[src/rtl/ysyx_24120011_xbar_if.sv]
// AXI4 port bundle shared by the crossbar's upstream side and both slave sides.
// Signals: ar*/aw*/w* request channels driven by the master, r*/b* response
// channels driven by the slave, plus the matching ready/valid pair of each.
// Modports: master (issues requests), slave (answers them).
interface ysyx_24120011_xbar_if;
    logic [31:0] araddr;
    logic        arvalid;
    logic        arready;
    logic [3:0]  arid;
    logic [7:0]  arlen;
    logic [2:0]  arsize;
    logic [1:0]  arburst;

    logic [31:0] rdata;
    logic [1:0]  rresp;
    logic        rvalid;
    logic        rready;
    logic        rlast;
    logic [3:0]  rid;

    logic [31:0] awaddr;
    logic        awvalid;
    logic        awready;
    logic [3:0]  awid;
    logic [7:0]  awlen;
    logic [2:0]  awsize;
    logic [1:0]  awburst;

    logic [31:0] wdata;
    logic [3:0]  wstrb;
    logic        wvalid;
    logic        wready;
    logic        wlast;

    logic [1:0]  bresp;
    logic        bvalid;
    logic        bready;
    logic [3:0]  bid;

    modport master (
        output araddr, arvalid, arid, arlen, arsize, arburst,
        input  arready,
        input  rdata, rresp, rvalid, rlast, rid,
        output rready,
        output awaddr, awvalid, awid, awlen, awsize, awburst,
        input  awready,
        output wdata, wstrb, wvalid, wlast,
        input  wready,
        input  bresp, bvalid, bid,
        output bready
    );

    modport slave (
        input  araddr, arvalid, arid, arlen, arsize, arburst,
        output arready,
        output rdata, rresp, rvalid, rlast, rid,
        input  rready,
        input  awaddr, awvalid, awid, awlen, awsize, awburst,
        output awready,
        input  wdata, wstrb, wvalid, wlast,
        output wready,
        output bresp, bvalid, bid,
        input  bready
    );
endinterface

[src/rtl/ysyx_24120011_xbar.sv]
// Address-decoding AXI4 crossbar: routes the single granted upstream port to
// S0 (SoC main bus) or S1 (CLINT), one transaction at a time, with the route
// locked from the address handshake until the final R beat or the B response.
// Ports: clk, rst (async, active-high); m = upstream port (slave modport);
//        s0, s1 = downstream slave ports (master modport).
// Option: define YSYX_24120011_XBAR_DECERR_EN to add an internal responder that
//         answers unmatched addresses with DECERR; otherwise misses go to S0.
module ysyx_24120011_xbar #(
    parameter logic [31:0] S0_BASE = 32'h0000_0000,
    parameter logic [31:0] S0_MASK = 32'h0000_0000,
    parameter logic [31:0] S1_BASE = 32'h0200_0000,
    parameter logic [31:0] S1_MASK = 32'hFFFF_0000
) (
    input  logic                        clk,
    input  logic                        rst,
    ysyx_24120011_xbar_if.slave         m,
    ysyx_24120011_xbar_if.master        s0,
    ysyx_24120011_xbar_if.master        s1
);

    typedef enum logic [2:0] {
        IDLE, RD_S0, RD_S1, RD_ERR, WR_S0, WR_S1, WR_ERR
    } state_t;

    state_t state, state_nx;

    // Target selection: S1 window has priority over S0.
    function automatic state_t decode(input logic [31:0] addr, input logic is_rd);
        if ((addr & S1_MASK) == S1_BASE) return is_rd ? RD_S1 : WR_S1;
`ifdef YSYX_24120011_XBAR_DECERR_EN
        if ((addr & S0_MASK) == S0_BASE) return is_rd ? RD_S0 : WR_S0;
        return is_rd ? RD_ERR : WR_ERR;
`else
        return is_rd ? RD_S0 : WR_S0;
`endif
    endfunction

`ifndef YSYX_24120011_XBAR_DECERR_EN
    // S0 window is irrelevant when every miss falls through to S0.
    logic unused_s0_win;
    assign unused_s0_win = ^(S0_BASE | S0_MASK);
`endif

    // Request payloads go to both slaves; only the valids are steered.
    assign s0.araddr  = m.araddr;   assign s1.araddr  = m.araddr;
    assign s0.arid    = m.arid;     assign s1.arid    = m.arid;
    assign s0.arlen   = m.arlen;    assign s1.arlen   = m.arlen;
    assign s0.arsize  = m.arsize;   assign s1.arsize  = m.arsize;
    assign s0.arburst = m.arburst;  assign s1.arburst = m.arburst;
    assign s0.awaddr  = m.awaddr;   assign s1.awaddr  = m.awaddr;
    assign s0.awid    = m.awid;     assign s1.awid    = m.awid;
    assign s0.awlen   = m.awlen;    assign s1.awlen   = m.awlen;
    assign s0.awsize  = m.awsize;   assign s1.awsize  = m.awsize;
    assign s0.awburst = m.awburst;  assign s1.awburst = m.awburst;
    assign s0.wdata   = m.wdata;    assign s1.wdata   = m.wdata;
    assign s0.wstrb   = m.wstrb;    assign s1.wstrb   = m.wstrb;
    assign s0.wlast   = m.wlast;    assign s1.wlast   = m.wlast;

`ifdef YSYX_24120011_XBAR_DECERR_EN
    // DECERR responder context: address accepted, write data drained, id/len/beat.
    logic       err_addr_done;
    logic       err_w_done;
    logic [3:0] err_id;
    logic [7:0] err_len;
    logic [7:0] err_cnt;

    always_ff @(posedge clk or posedge rst) begin
        if (rst) begin
            err_addr_done <= 1'b0;
            err_w_done    <= 1'b0;
            err_id        <= 4'd0;
            err_len       <= 8'd0;
            err_cnt       <= 8'd0;
        end else begin
            case (state)
                RD_ERR: begin
                    if (!err_addr_done) begin
                        if (m.arvalid) begin
                            err_addr_done <= 1'b1;
                            err_id        <= m.arid;
                            err_len       <= m.arlen;
                        end
                    end else if (m.rready && (err_cnt != err_len)) begin
                        // Final beat leaves the counter alone so arlen=255 never wraps.
                        err_cnt <= err_cnt + 8'd1;
                    end
                end
                WR_ERR: begin
                    if (!err_addr_done) begin
                        if (m.awvalid) begin
                            err_addr_done <= 1'b1;
                            err_id        <= m.awid;
                        end
                    end else if (!err_w_done && m.wvalid && m.wlast) begin
                        err_w_done <= 1'b1;
                    end
                end
                default: begin
                    err_addr_done <= 1'b0;
                    err_w_done    <= 1'b0;
                    err_cnt       <= 8'd0;
                end
            endcase
        end
    end
`endif

    // State register.
    always_ff @(posedge clk or posedge rst) begin
        if (rst) state <= IDLE;
        else     state <= state_nx;
    end

    // Next-state and channel steering.
    always_comb begin
        state_nx   = state;
        s0.arvalid = 1'b0;  s1.arvalid = 1'b0;
        s0.rready  = 1'b0;  s1.rready  = 1'b0;
        s0.awvalid = 1'b0;  s1.awvalid = 1'b0;
        s0.wvalid  = 1'b0;  s1.wvalid  = 1'b0;
        s0.bready  = 1'b0;  s1.bready  = 1'b0;
        m.arready  = 1'b0;
        m.rdata    = 32'd0;
        m.rresp    = 2'b00;
        m.rvalid   = 1'b0;
        m.rlast    = 1'b0;
        m.rid      = 4'd0;
        m.awready  = 1'b0;
        m.wready   = 1'b0;
        m.bresp    = 2'b00;
        m.bvalid   = 1'b0;
        m.bid      = 4'd0;

        case (state)
            IDLE: begin
                if (m.arvalid)      state_nx = decode(m.araddr, 1'b1);
                else if (m.awvalid) state_nx = decode(m.awaddr, 1'b0);
            end
            RD_S0: begin
                s0.arvalid = m.arvalid;
                m.arready  = s0.arready;
                s0.rready  = m.rready;
                m.rdata    = s0.rdata;
                m.rresp    = s0.rresp;
                m.rvalid   = s0.rvalid;
                m.rlast    = s0.rlast;
                m.rid      = s0.rid;
                if (s0.rvalid && m.rready && s0.rlast) state_nx = IDLE;
            end
            RD_S1: begin
                s1.arvalid = m.arvalid;
                m.arready  = s1.arready;
                s1.rready  = m.rready;
                m.rdata    = s1.rdata;
                m.rresp    = s1.rresp;
                m.rvalid   = s1.rvalid;
                m.rlast    = s1.rlast;
                m.rid      = s1.rid;
                if (s1.rvalid && m.rready && s1.rlast) state_nx = IDLE;
            end
            WR_S0: begin
                s0.awvalid = m.awvalid;
                m.awready  = s0.awready;
                s0.wvalid  = m.wvalid;
                m.wready   = s0.wready;
                s0.bready  = m.bready;
                m.bresp    = s0.bresp;
                m.bvalid   = s0.bvalid;
                m.bid      = s0.bid;
                if (s0.bvalid && m.bready) state_nx = IDLE;
            end
            WR_S1: begin
                s1.awvalid = m.awvalid;
                m.awready  = s1.awready;
                s1.wvalid  = m.wvalid;
                m.wready   = s1.wready;
                s1.bready  = m.bready;
                m.bresp    = s1.bresp;
                m.bvalid   = s1.bvalid;
                m.bid      = s1.bid;
                if (s1.bvalid && m.bready) state_nx = IDLE;
            end
`ifdef YSYX_24120011_XBAR_DECERR_EN
            RD_ERR: begin
                m.arready = !err_addr_done;
                m.rvalid  = err_addr_done;
                m.rresp   = err_addr_done ? 2'b11 : 2'b00;
                m.rid     = err_addr_done ? err_id : 4'd0;
                m.rlast   = err_addr_done && (err_cnt == err_len);
                if (m.rvalid && m.rready && m.rlast) state_nx = IDLE;
            end
            WR_ERR: begin
                m.awready = !err_addr_done;
                m.wready  = err_addr_done && !err_w_done;
                m.bvalid  = err_w_done;
                m.bresp   = err_w_done ? 2'b11 : 2'b00;
                m.bid     = err_w_done ? err_id : 4'd0;
                if (err_w_done && m.bready) state_nx = IDLE;
            end
`endif
            default: state_nx = IDLE;
        endcase
    end

endmodule

[src/flat_wrapper.sv]
// flat-port wrapper written by rule: the top's interface ports become plain ports
module ysyx_24120011_xbar_flat 
#(
    parameter logic [31:0] S0_BASE = 32'h0000_0000,
    parameter logic [31:0] S0_MASK = 32'h0000_0000,
    parameter logic [31:0] S1_BASE = 32'h0200_0000,
    parameter logic [31:0] S1_MASK = 32'hFFFF_0000
)
  (clk, rst, m_araddr, m_arvalid, m_arid, m_arlen, m_arsize, m_arburst, m_arready, m_rdata, m_rresp, m_rvalid, m_rlast, m_rid, m_rready, m_awaddr, m_awvalid, m_awid, m_awlen, m_awsize, m_awburst, m_awready, m_wdata, m_wstrb, m_wvalid, m_wlast, m_wready, m_bresp, m_bvalid, m_bid, m_bready, s0_araddr, s0_arvalid, s0_arid, s0_arlen, s0_arsize, s0_arburst, s0_arready, s0_rdata, s0_rresp, s0_rvalid, s0_rlast, s0_rid, s0_rready, s0_awaddr, s0_awvalid, s0_awid, s0_awlen, s0_awsize, s0_awburst, s0_awready, s0_wdata, s0_wstrb, s0_wvalid, s0_wlast, s0_wready, s0_bresp, s0_bvalid, s0_bid, s0_bready, s1_araddr, s1_arvalid, s1_arid, s1_arlen, s1_arsize, s1_arburst, s1_arready, s1_rdata, s1_rresp, s1_rvalid, s1_rlast, s1_rid, s1_rready, s1_awaddr, s1_awvalid, s1_awid, s1_awlen, s1_awsize, s1_awburst, s1_awready, s1_wdata, s1_wstrb, s1_wvalid, s1_wlast, s1_wready, s1_bresp, s1_bvalid, s1_bid, s1_bready);
  ysyx_24120011_xbar_if m_i ();
  ysyx_24120011_xbar_if s0_i ();
  ysyx_24120011_xbar_if s1_i ();
  input  logic clk;
  input  logic rst;
  input wire logic [$bits(m_i.araddr)-1:0] m_araddr;
  input wire logic [$bits(m_i.arvalid)-1:0] m_arvalid;
  input wire logic [$bits(m_i.arid)-1:0] m_arid;
  input wire logic [$bits(m_i.arlen)-1:0] m_arlen;
  input wire logic [$bits(m_i.arsize)-1:0] m_arsize;
  input wire logic [$bits(m_i.arburst)-1:0] m_arburst;
  output wire logic [$bits(m_i.arready)-1:0] m_arready;
  output wire logic [$bits(m_i.rdata)-1:0] m_rdata;
  output wire logic [$bits(m_i.rresp)-1:0] m_rresp;
  output wire logic [$bits(m_i.rvalid)-1:0] m_rvalid;
  output wire logic [$bits(m_i.rlast)-1:0] m_rlast;
  output wire logic [$bits(m_i.rid)-1:0] m_rid;
  input wire logic [$bits(m_i.rready)-1:0] m_rready;
  input wire logic [$bits(m_i.awaddr)-1:0] m_awaddr;
  input wire logic [$bits(m_i.awvalid)-1:0] m_awvalid;
  input wire logic [$bits(m_i.awid)-1:0] m_awid;
  input wire logic [$bits(m_i.awlen)-1:0] m_awlen;
  input wire logic [$bits(m_i.awsize)-1:0] m_awsize;
  input wire logic [$bits(m_i.awburst)-1:0] m_awburst;
  output wire logic [$bits(m_i.awready)-1:0] m_awready;
  input wire logic [$bits(m_i.wdata)-1:0] m_wdata;
  input wire logic [$bits(m_i.wstrb)-1:0] m_wstrb;
  input wire logic [$bits(m_i.wvalid)-1:0] m_wvalid;
  input wire logic [$bits(m_i.wlast)-1:0] m_wlast;
  output wire logic [$bits(m_i.wready)-1:0] m_wready;
  output wire logic [$bits(m_i.bresp)-1:0] m_bresp;
  output wire logic [$bits(m_i.bvalid)-1:0] m_bvalid;
  output wire logic [$bits(m_i.bid)-1:0] m_bid;
  input wire logic [$bits(m_i.bready)-1:0] m_bready;
  output wire logic [$bits(s0_i.araddr)-1:0] s0_araddr;
  output wire logic [$bits(s0_i.arvalid)-1:0] s0_arvalid;
  output wire logic [$bits(s0_i.arid)-1:0] s0_arid;
  output wire logic [$bits(s0_i.arlen)-1:0] s0_arlen;
  output wire logic [$bits(s0_i.arsize)-1:0] s0_arsize;
  output wire logic [$bits(s0_i.arburst)-1:0] s0_arburst;
  input wire logic [$bits(s0_i.arready)-1:0] s0_arready;
  input wire logic [$bits(s0_i.rdata)-1:0] s0_rdata;
  input wire logic [$bits(s0_i.rresp)-1:0] s0_rresp;
  input wire logic [$bits(s0_i.rvalid)-1:0] s0_rvalid;
  input wire logic [$bits(s0_i.rlast)-1:0] s0_rlast;
  input wire logic [$bits(s0_i.rid)-1:0] s0_rid;
  output wire logic [$bits(s0_i.rready)-1:0] s0_rready;
  output wire logic [$bits(s0_i.awaddr)-1:0] s0_awaddr;
  output wire logic [$bits(s0_i.awvalid)-1:0] s0_awvalid;
  output wire logic [$bits(s0_i.awid)-1:0] s0_awid;
  output wire logic [$bits(s0_i.awlen)-1:0] s0_awlen;
  output wire logic [$bits(s0_i.awsize)-1:0] s0_awsize;
  output wire logic [$bits(s0_i.awburst)-1:0] s0_awburst;
  input wire logic [$bits(s0_i.awready)-1:0] s0_awready;
  output wire logic [$bits(s0_i.wdata)-1:0] s0_wdata;
  output wire logic [$bits(s0_i.wstrb)-1:0] s0_wstrb;
  output wire logic [$bits(s0_i.wvalid)-1:0] s0_wvalid;
  output wire logic [$bits(s0_i.wlast)-1:0] s0_wlast;
  input wire logic [$bits(s0_i.wready)-1:0] s0_wready;
  input wire logic [$bits(s0_i.bresp)-1:0] s0_bresp;
  input wire logic [$bits(s0_i.bvalid)-1:0] s0_bvalid;
  input wire logic [$bits(s0_i.bid)-1:0] s0_bid;
  output wire logic [$bits(s0_i.bready)-1:0] s0_bready;
  output wire logic [$bits(s1_i.araddr)-1:0] s1_araddr;
  output wire logic [$bits(s1_i.arvalid)-1:0] s1_arvalid;
  output wire logic [$bits(s1_i.arid)-1:0] s1_arid;
  output wire logic [$bits(s1_i.arlen)-1:0] s1_arlen;
  output wire logic [$bits(s1_i.arsize)-1:0] s1_arsize;
  output wire logic [$bits(s1_i.arburst)-1:0] s1_arburst;
  input wire logic [$bits(s1_i.arready)-1:0] s1_arready;
  input wire logic [$bits(s1_i.rdata)-1:0] s1_rdata;
  input wire logic [$bits(s1_i.rresp)-1:0] s1_rresp;
  input wire logic [$bits(s1_i.rvalid)-1:0] s1_rvalid;
  input wire logic [$bits(s1_i.rlast)-1:0] s1_rlast;
  input wire logic [$bits(s1_i.rid)-1:0] s1_rid;
  output wire logic [$bits(s1_i.rready)-1:0] s1_rready;
  output wire logic [$bits(s1_i.awaddr)-1:0] s1_awaddr;
  output wire logic [$bits(s1_i.awvalid)-1:0] s1_awvalid;
  output wire logic [$bits(s1_i.awid)-1:0] s1_awid;
  output wire logic [$bits(s1_i.awlen)-1:0] s1_awlen;
  output wire logic [$bits(s1_i.awsize)-1:0] s1_awsize;
  output wire logic [$bits(s1_i.awburst)-1:0] s1_awburst;
  input wire logic [$bits(s1_i.awready)-1:0] s1_awready;
  output wire logic [$bits(s1_i.wdata)-1:0] s1_wdata;
  output wire logic [$bits(s1_i.wstrb)-1:0] s1_wstrb;
  output wire logic [$bits(s1_i.wvalid)-1:0] s1_wvalid;
  output wire logic [$bits(s1_i.wlast)-1:0] s1_wlast;
  input wire logic [$bits(s1_i.wready)-1:0] s1_wready;
  input wire logic [$bits(s1_i.bresp)-1:0] s1_bresp;
  input wire logic [$bits(s1_i.bvalid)-1:0] s1_bvalid;
  input wire logic [$bits(s1_i.bid)-1:0] s1_bid;
  output wire logic [$bits(s1_i.bready)-1:0] s1_bready;
  assign m_i.araddr = m_araddr;
  assign m_i.arvalid = m_arvalid;
  assign m_i.arid = m_arid;
  assign m_i.arlen = m_arlen;
  assign m_i.arsize = m_arsize;
  assign m_i.arburst = m_arburst;
  assign m_arready = m_i.arready;
  assign m_rdata = m_i.rdata;
  assign m_rresp = m_i.rresp;
  assign m_rvalid = m_i.rvalid;
  assign m_rlast = m_i.rlast;
  assign m_rid = m_i.rid;
  assign m_i.rready = m_rready;
  assign m_i.awaddr = m_awaddr;
  assign m_i.awvalid = m_awvalid;
  assign m_i.awid = m_awid;
  assign m_i.awlen = m_awlen;
  assign m_i.awsize = m_awsize;
  assign m_i.awburst = m_awburst;
  assign m_awready = m_i.awready;
  assign m_i.wdata = m_wdata;
  assign m_i.wstrb = m_wstrb;
  assign m_i.wvalid = m_wvalid;
  assign m_i.wlast = m_wlast;
  assign m_wready = m_i.wready;
  assign m_bresp = m_i.bresp;
  assign m_bvalid = m_i.bvalid;
  assign m_bid = m_i.bid;
  assign m_i.bready = m_bready;
  assign s0_araddr = s0_i.araddr;
  assign s0_arvalid = s0_i.arvalid;
  assign s0_arid = s0_i.arid;
  assign s0_arlen = s0_i.arlen;
  assign s0_arsize = s0_i.arsize;
  assign s0_arburst = s0_i.arburst;
  assign s0_i.arready = s0_arready;
  assign s0_i.rdata = s0_rdata;
  assign s0_i.rresp = s0_rresp;
  assign s0_i.rvalid = s0_rvalid;
  assign s0_i.rlast = s0_rlast;
  assign s0_i.rid = s0_rid;
  assign s0_rready = s0_i.rready;
  assign s0_awaddr = s0_i.awaddr;
  assign s0_awvalid = s0_i.awvalid;
  assign s0_awid = s0_i.awid;
  assign s0_awlen = s0_i.awlen;
  assign s0_awsize = s0_i.awsize;
  assign s0_awburst = s0_i.awburst;
  assign s0_i.awready = s0_awready;
  assign s0_wdata = s0_i.wdata;
  assign s0_wstrb = s0_i.wstrb;
  assign s0_wvalid = s0_i.wvalid;
  assign s0_wlast = s0_i.wlast;
  assign s0_i.wready = s0_wready;
  assign s0_i.bresp = s0_bresp;
  assign s0_i.bvalid = s0_bvalid;
  assign s0_i.bid = s0_bid;
  assign s0_bready = s0_i.bready;
  assign s1_araddr = s1_i.araddr;
  assign s1_arvalid = s1_i.arvalid;
  assign s1_arid = s1_i.arid;
  assign s1_arlen = s1_i.arlen;
  assign s1_arsize = s1_i.arsize;
  assign s1_arburst = s1_i.arburst;
  assign s1_i.arready = s1_arready;
  assign s1_i.rdata = s1_rdata;
  assign s1_i.rresp = s1_rresp;
  assign s1_i.rvalid = s1_rvalid;
  assign s1_i.rlast = s1_rlast;
  assign s1_i.rid = s1_rid;
  assign s1_rready = s1_i.rready;
  assign s1_awaddr = s1_i.awaddr;
  assign s1_awvalid = s1_i.awvalid;
  assign s1_awid = s1_i.awid;
  assign s1_awlen = s1_i.awlen;
  assign s1_awsize = s1_i.awsize;
  assign s1_awburst = s1_i.awburst;
  assign s1_i.awready = s1_awready;
  assign s1_wdata = s1_i.wdata;
  assign s1_wstrb = s1_i.wstrb;
  assign s1_wvalid = s1_i.wvalid;
  assign s1_wlast = s1_i.wlast;
  assign s1_i.wready = s1_wready;
  assign s1_i.bresp = s1_bresp;
  assign s1_i.bvalid = s1_bvalid;
  assign s1_i.bid = s1_bid;
  assign s1_bready = s1_i.bready;
  ysyx_24120011_xbar #(.S0_BASE(S0_BASE), .S0_MASK(S0_MASK), .S1_BASE(S1_BASE), .S1_MASK(S1_MASK)) u_core (.clk(clk), .rst(rst), .m(m_i), .s0(s0_i), .s1(s1_i));
endmodule
[config.mk]
export PLATFORM = sky130hd
export DESIGN_NAME = ysyx_24120011_xbar_flat
export DESIGN_NICKNAME = d
export VERILOG_FILES = /design/src/rtl/ysyx_24120011_xbar_if.sv /design/src/rtl/ysyx_24120011_xbar.sv /design/src/flat_wrapper.sv
export SDC_FILE = /design/constraint.sdc
export NUM_CORES = 1
export LEC_CHECK = 0
export CORE_AREA = 4 4 222 224
export CTS_CLUSTER_DIAMETER = 200
export DETAILED_ROUTE_END_ITERATION = 16
export DIE_AREA = 0 0 226 228
export PLACE_DENSITY_LB_ADDON = 0.25
export SKIP_LAST_GASP = 1
export SYNTH_ARGS = -nofsm -noshare
export SYNTH_HDL_FRONTEND = slang
export SYNTH_SLANG_ARGS = --single-unit
[constraint.sdc]
create_clock -name clk -period 1.3 [get_ports clk]
set_input_delay 0.13 -clock clk [delete_from_list [all_inputs] [get_ports clk]]
set_output_delay 0.13 -clock clk [all_outputs]
set_load 0.05 [all_outputs]
After elaboration in Yosys (flattened, before gate mapping)
Index checks and enable logic that the tools add are counted.
- register bits: 3
- latch bits: 0
- memory bits (writable): 0
- ROM bits: 0
- input port bits: 242
- output and inout bits: 330
- logic and storage cells: 59
- memories: 0
- $add $sub $neg: 0
- $mul: 0
- divide/modulo/power cells: 0
- $lt $le $gt $ge: 0
- equality and inequality tests: 11
- shift operators: 0
- muxes and demuxes: 39
- bitwise gates (word level): 0
- reductions and logical operators: 8
- operators by type and width (kind ; count):
    one-hot mux 32 bit (2 select lines) ; 1
    equality test 16 x 10 -> 1 bit, second input constant ; 2
    two-way mux 3 bit ; 10
    two-way mux 1 bit ; 17
    one-hot mux 4 bit (2 select lines) ; 2
    one-hot mux 3 bit (5 select lines) ; 1
    one-hot mux 1 bit (2 select lines) ; 6
    inequality test 2 x 1 -> 1 bit, second input constant ; 4
    one-hot mux 2 bit (2 select lines) ; 2
    equality test 3 bit, second input constant ; 2
    logical AND 1 bit ; 6
    AND reduction 5 bit ; 1
    equality test 3 x 1 -> 1 bit, second input constant ; 1
    equality test 3 x 2 -> 1 bit, second input constant ; 1
    zero test 3 bit ; 1
    inequality test 3 bit, second input constant ; 1

Depth between registers and ports, before layout
Gate-level depths: netlist of run 1.
- depth in word-level cells: 9
- depth in mapped cells: 5
- mapped depth without buffers: 4

Worst setup path before layout of run 1
No wires, ideal clock.
- path type: register to output
- start: reg u_core.state[0]
- end: out s0_awvalid
- data arrival time: 1.921 ns
- required time: 1.170 ns
- setup slack: -0.751 ns
- stages on the path, launching flop included: 4
- buffers on the path: 2
- cells stage by stage: dfrtp_1 buf_4 buf_1 nor3b_1
- cells in the longest elaborated chain, start to end: 2
- RTL lines (what ; line ; text):
    from (decl) ; ysyx_24120011_xbar.sv:25 ; state_t state, state_nx;
    from (signal assigned) ; ysyx_24120011_xbar.sv:111 ; else state <= state_nx;
    equality test 3 bit ; ysyx_24120011_xbar.sv:134 ; case (state)
    two-way mux 1 bit ; ysyx_24120011_xbar.sv:134 ;
    to (decl) ; flat_wrapper.sv:58 ; output wire logic [$bits(s0_i.awvalid)-1:0] s0_awvalid;
Every way passes these cells.

Worst setup path after layout of run 1
- start: reg u_core.state[1]
- end: out m_rdata[24]
- cells in the longest elaborated chain, start to end: 2
- elaborated cells between the ends (all ways): 3
- those cells by class: 2 x eq/ne; 1 x mux
- RTL lines (what ; line ; text):
    equality test 3 x 2 -> 1 bit or equality test 3 x 1 -> 1 bit (tied branches) ; ysyx_24120011_xbar.sv:134 ;
    one-hot mux 32 bit (2 select lines) (*) ; ysyx_24120011_xbar.sv:134 ;
    to (decl) ; flat_wrapper.sv:22 ; output wire logic [$bits(m_i.rdata)-1:0] m_rdata;
Mark *: on every way between the ends. The rest lies on a longest branch, timed or not.

==> results of run 1 <==
-- cell type report --
type / instances / share of cell area [%]
timing repair buffer: 332 / 67.32
multi-input combinational: 97 / 18.80
tap: 615 / 11.36
sequential: 3 / 1.163
clock buffer: 4 / 1.163
inverter: 3 / 0.1662
antenna: 1 / 0.03693
-- power breakdown --
part           internal, mW  switching, mW  leakage [nW]  total [mW]
combinational          4.07           3.81          2.59        7.88
sequential            0.130         0.0723        0.0348       0.202
clock                 0.405         0.0841        0.0382       0.489
total                  4.60           3.97          2.67        8.57
-- worst paths after layout --
kind | end | slack, ns | depth (start not counted)
worst min-delay path | u_core.state[1] | 0.16 | 2
worst min register to register | u_core.state[0] | 0.72 | 2
min in group clk | s0_wdata[1] | 0.26 | 0
max in group asynchronous | u_core.state[0] | 0.99 | 2
worst max-delay path | m_rdata[24] | -0.41 | 5
worst max register to register | u_core.state[0] | -0.29 | 6
-- layer usage --
layer | part of all wire, % | global-route usage (%) | wire length, um
met3 | 17 | 3.587 | 2483
met5 | 0.11 | 0 | 17
met2 | 50 | 9.426 | 7497
met1 | 29 | 4.557 | 4392
met4 | 4.1 | 2.546 | 623
-- cells in the final DEF, fill, tap and decap left out, drive strengths merged, types with 3 or more instances in the layout --
| cell | count |
|---|---|
| a22o | 41 |
| and2 | 4 |
| and3 | 3 |
| buf | 193 |
| clkbuf | 6 |
| clkdlybuf4s50 | 134 |
| dfrtp | 3 |
| inv | 3 |
| mux2i | 9 |
| nand4 | 3 |
| nor2 | 10 |
| nor3 | 4 |
| nor3b | 4 |
| nor4b | 3 |
-- cell families (layout without fill, tap and decap cells) --
family                 Yosys count  in the layout  synth area share (%)
and+or+nand+nor                 42             42                 8.578
buffers and inverters          284            339                 72.11
DFF                              3              3                 2.586
other                            0              1                     0
muxes                            9              9                 3.104
AOI/OAI and AO/OA               46             46                 13.62
-- timing repair --
item,4_1_cts,5_1_grt
endpoints found under the setup margin,63,63
pin swaps,7,2
setup buffers,4,1
cloned,0,2
gates resized for setup,25,11
==> flow_metrics.py, run 1 <==
metrics = {
    "run_status": {
        "outcome": "complete, but fails checks",
        "violations": "setup timing",
    },
    "critical_path": {
        "crit_chain": "nor3b_4 > buf_12 > buf_12 > a22o_4 > buf_12",
        "cp.required_ns": 1.17,
        "r2r_start": "u_core.state[0]",
        "crit_start": "u_core.state[1]",
        "crit_family": "buffers and inverters",
        "cp.arrival_ns": 1.58,
        "max_stage_delay_ns": 0.44,
        "critical_path_class": "register to output port",
        "slowest_stage": "dfrtp_2",
        "critPathLaunchType": "register",
        "crit_top_cell": "buf_12",
        "crit_path_end_kind": "output port",
        "crit_fanout": 11,
        "path_buf_inv": 3,
    },
    "timing": {
        "hold_viol_final": 0,
        "layout_setup_ws_ns": -0.4121,
        "period_needed_ns": 1.712,
        "slew-limit-headroom_pct": 81.22,
        "tns_ns": -22.36,
        "setup_viol": 63,
        "finalCritPeriodShare_pct": 131.7,
        "whs_ns": 0.1638,
        "worstMarginPinSlew_ns": 0.2739,
        "slew_viol_final": 0,
        "timing.fmax_mhz": 584.1,
        "rsz0062_at_grt": "true",
        "finalClockSkew_ns": 0.00004151,
    },
    "logic_synthesis": {
        "synth_cells": 384,
        "synth_fp_nets": 626,
        "synthTopCellsByArea": "buf_4 (70%), a22o_1 (12%), mux2i_1 (3.1%), dfrtp_1 (2.6%), buf_2 (1.4%)",
        "synth_edf_count": 0,
        "ys_seq_area_share_pct": 2.586,
        "synth_top_area_share_pct": 70.09,
        "yosys_warnings": 0,
        "ys_types": 27,
        "synth_commonest_cells": "buf_4 (271), a22o_1 (41), nor2_1 (10), mux2i_1 (9), buf_2 (8)",
        "synth_most_common_cell": "buf_4",
        "synth_ff_type": "dfrtp_1",
        "synth.cell_area_sq_um": 2903,
        "synthArstFlopShare_pct": 100.0,
        "avgSynthCellArea_sq_um": 7.559,
        "ys_seq_elements": 3,
        "synth_top_area_cell": "buf_4",
    },
    "clock_tree": {
        "cts_root_buf": "clkbuf_16",
        "clk_pin_slew_ns": 0.03,
        "cts_buffers": 3,
        "clk_path_buf_depth": 2,
        "clock_sinks": 3,
        "clock_latency_ns": 0.22,
        "cts_hold_buffers": 0,
        "tritoncts": "built",
        "ctsHtreeMaxLevel": 1,
    },
    "placement": {
        "place_congestion": 0.6794,
        "placed_area_sq_um": 6513,
        "pre_cts_slack_ns": -0.8324,
        "dp_cells": 1043,
        "io_buffers": 262,
        "dp_hpwl_um": 13520,
    },
    "route": {
        "drc": 0,
        "drtPass1Iterations": 2,
        "wl_per_cell_um": 14.23,
        "totalWireLength_um": 15010,
        "vias": 2592,
        "ant_nets": 0,
        "vias_per_cell": 2.457,
        "drt_iter0_markers": 32,
    },
    "cells_and_area": {
        "layout-drive-gt1-share_pct": 62.41,
        "regArea_sq_um": 78.83,
        "reg_top3": "u_core.state x3",
        "fin_cells": 1055,
        "final_area_sq_um": 6777,
        "multi_input_area_sq_um": 1274,
        "n_fill_cell": 5307,
        "finish.utilization_pct": 14.31,
        "nNetsFinal": 682,
        "largest_reg_flops": 3,
        "regMostFlops": "u_core.state",
        "area_growth_pct": 133.4,
    },
    "floorplan": {
        "dieArea_sq_um": 51530,
        "std_cell_rows": 80,
        "initial_core_util_pct": 6.131,
        "io_pins": 572,
        "die_w_um": 226,
        "die_h_um": 228,
        "core_sq_um": 47350,
    },
    "pwr": {
        "p_leak_nw": 2.665,
        "p_per_area_nw_per_um2": 1265,
        "peakVddDrop_mv": 0.3541,
        "totalPowerFinal_mw": 8.575,
    },
    "grt": {
        "grt_pass1_wl_um": 20210,
        "antenna_found_initial": 2,
        "overflow": 0,
        "track_usage_pct": 5.326,
        "grt_max_degree": 15,
        "grt_pass1_vias": 2997,
    },
    "worst_hold_path": {
        "hold_path.class": "primary input to async pin",
    },
    "flow_run": {
        "drv_cap": 0,
    },
}
Note: power is estimated with default switching activity, not from simulation.
==> inputs of run 2 (changes only) <==
--- a/config.mk
+++ b/config.mk
@@ -5,10 +5,10 @@
 export SDC_FILE = /design/constraint.sdc
 export NUM_CORES = 1
 export LEC_CHECK = 0
-export CORE_AREA = 4 4 222 224
+export CORE_AREA = 2 2 220 222
 export CTS_CLUSTER_DIAMETER = 200
 export DETAILED_ROUTE_END_ITERATION = 16
-export DIE_AREA = 0 0 226 228
+export DIE_AREA = 0 0 222 224
 export PLACE_DENSITY_LB_ADDON = 0.25
 export SKIP_LAST_GASP = 1
 export SYNTH_ARGS = -nofsm -noshare
==> run 2 against run 1 <==
- the run still ends with setup timing left
- design area up 2.7%
- non-clock buffer count increased by 10
- core utilization grew 0.38 points
- via count grew 3.0%
- first-iteration DRC count is 34% higher
- register-to-register slack lost 0.03 ns
- sequential power shrank 3%
- worst hold slack got worse by 0.075 ns
- critical path depth is the same
- clock power barely moved
- highest routed layer unchanged
==> flow_metrics.py, run 2 (synthesized netlist as in run 1, its figures left out) <==
metrics = {
    "critical_path": {
        "critical_path_class": "register to output port",
        "cp.required_ns": 1.17,
        "crit_top_cell": "buf_12",
        "r2r_slack_ns": -0.32,
        "critPathLaunchType": "register",
        "cp.arrival_ns": 1.59,
        "crit_fanout": 11,
        "crit_chain": "nor3b_4 > buf_12 > buf_4 > a22o_4 > buf_12",
        "max_stage_delay_ns": 0.44,
        "path_buf_inv": 3,
        "slowest_stage": "dfrtp_2",
        "crit_path_end_kind": "output port",
        "crit_family": "buffers and inverters",
    },
    "placement": {
        "io_buffers": 262,
        "dp_hpwl_um": 12900,
        "place_congestion": 0.6597,
        "dp_cells": 1046,
    },
    "cells_and_area": {
        "largest_reg_flops": 3,
        "reg_top3": "u_core.state x3",
        "area_growth_pct": 139.7,
        "final_common_cell": "buf_12",
        "nNetsFinal": 692,
        "finish.utilization_pct": 14.69,
        "fin_cells": 1064,
        "final_cell_mix": "buf_12 (134), clkdlybuf4s50_1 (129), buf_4 (61), a22o_4 (41)",
        "regMostFlops": "u_core.state",
        "diodes": 0,
        "n_fill_cell": 5293,
        "layout-drive-gt1-share_pct": 65.70,
    },
    "timing": {
        "worstMarginPinSlew_ns": 0.2904,
        "hold_viol_final": 0,
        "slew-limit-headroom_pct": 80.39,
        "slew_viol_final": 0,
        "finalCritPeriodShare_pct": 132.4,
        "period_needed_ns": 1.722,
        "layout_setup_ws_ns": -0.4218,
        "finalClockSkew_ns": 0.001931,
        "timing.fmax_mhz": 580.8,
        "setup_viol": 62,
        "rsz0062_at_grt": "true",
    },
    "floorplan": {
        "io_pins": 572,
        "core_sq_um": 47350,
        "die_h_um": 224,
        "dieArea_sq_um": 49730,
        "die_w_um": 222,
        "std_cell_rows": 80,
        "initial_core_util_pct": 6.131,
    },
    "route": {
        "drc": 0,
        "vias_per_cell": 2.509,
        "drtPass1Iterations": 6,
        "ant_nets": 0,
        "totalWireLength_um": 14640,
        "wl_per_cell_um": 13.76,
        "drt_iter0_markers": 43,
        "vias": 2670,
    },
    "grt": {
        "grt_max_degree": 13,
        "track_usage_pct": 5.591,
        "overflow": 0,
        "grt_pass1_vias": 2944,
        "grt_pass1_wl_um": 20330,
        "antenna_found_initial": 2,
    },
    "clock_tree": {
        "clock_sinks": 3,
        "ctsHtreeMaxLevel": 1,
        "clk_pin_slew_ns": 0.03,
        "tritoncts": "built",
        "cts_root_buf": "clkbuf_16",
        "clock_latency_ns": 0.23,
        "cts_buffers": 3,
        "clk_path_buf_depth": 2,
    },
    "run_status": {
        "violations": "setup timing",
        "outcome": "complete, but fails checks",
    },
    "pwr": {
        "p_per_area_nw_per_um2": 1286,
        "peakVddDrop_mv": 0.4014,
        "p_leak_nw": 2.751,
    },
    "worst_hold_path": {
        "hold_path.class": "primary input to async pin",
    },
    "flow_run": {
        "drv_cap": 0,
    },
}
==> run 2: changes by cell type in the layout (fill, tap and decap cells not counted), moves of 3 or more <==
cell | previous run | this run
a22o_2 | 3 | 0
a22o_4 | 38 | 41
buf_4 | 52 | 61
buf_6 | 6 | 9
clkdlybuf4s50_1 | 134 | 129
dlygate4sd2_1 | 1 | 5
mux2i_1 | 8 | 0
mux2i_4 | 1 | 8
==> run 2: worst paths after layout <==
check | from | to | depth (start not counted)
max | u_core.state[1] | m_rdata[23] | 5
max in group asynchronous | rst | u_core.state[0] | 2
max reg2reg | u_core.state[2] | u_core.state[0] | 5
min reg2reg | u_core.state[0] | u_core.state[0] | 3
min in group clk | m_awaddr[1] | s1_awaddr[1] | 0
min | rst | u_core.state[2] | 2
==> run 2: through the flow <==
step,total power [mW],hold slack (ns),setup slack (ns),setup TNS [ns],instance area [sq um]
2_1_floorplan,5.789,-0.1164,-0.1325,-4.926,3432
5_1_grt,9.296,0.1015,-0.4799,-25.71,6957
3_3_place_gp,7.986,0.2605,-0.7972,-14.63,6548
4_1_cts,9.125,0.08554,-0.4347,-24.68,6917
6_report,8.946,0.08855,-0.4218,-22.48,6957
3_5_place_dp,7.961,0.2605,-0.8254,-14.70,6548
==> run 2: timing repair <==
action                     4_1_cts  5_1_grt
pin swaps                       16        8
hold endpoints to repair         0        0
resized for setup               56       15
gates cloned                     2        1
hold buffers                     0        0
setup endpoints to repair       63       63
buffers inserted                12        5
==> run 2: report_power, final <==
group / switching, mW / leakage (nW) / total, mW / internal (mW)
sequential: 0.0657 / 0.0348 / 0.195 / 0.130
clock: 0.0875 / 0.0382 / 0.492 / 0.405
combinational: 3.94 / 2.68 / 8.26 / 4.32
total: 4.09 / 2.75 / 8.95 / 4.85
==> run 2: final cells by class <==
class,instances,area (sq um),share of cell area [%]
clock buffers,4,78.83,1.133
inverters,3,13.76,0.1978
multi-input cells,97,1394,20.04
flip-flops and latches,3,78.83,1.133
well taps,615,769.5,11.06
repair buffers,342,4622,66.44
==> run 2: layer usage <==
layer | global-route usage, % | vias to the layer above | wire, um
li1 | - | 1142 | -
met3 | 3.332 | 74 | 2141
met2 | 9.860 | 319 | 7270
met1 | 4.831 | 1131 | 4281
met4 | 3.378 | 4 | 896
met5 | 0.5865 | - | 51
==> run 2: worst reg2reg max path, cell delays in order, from the launching register on <==
cell and delay, ns:
dfrtp_2 0.45, buf_4 0.16, or3_4 0.36, or3_1 0.31, nand4_1 0.13, a32o_1 0.14
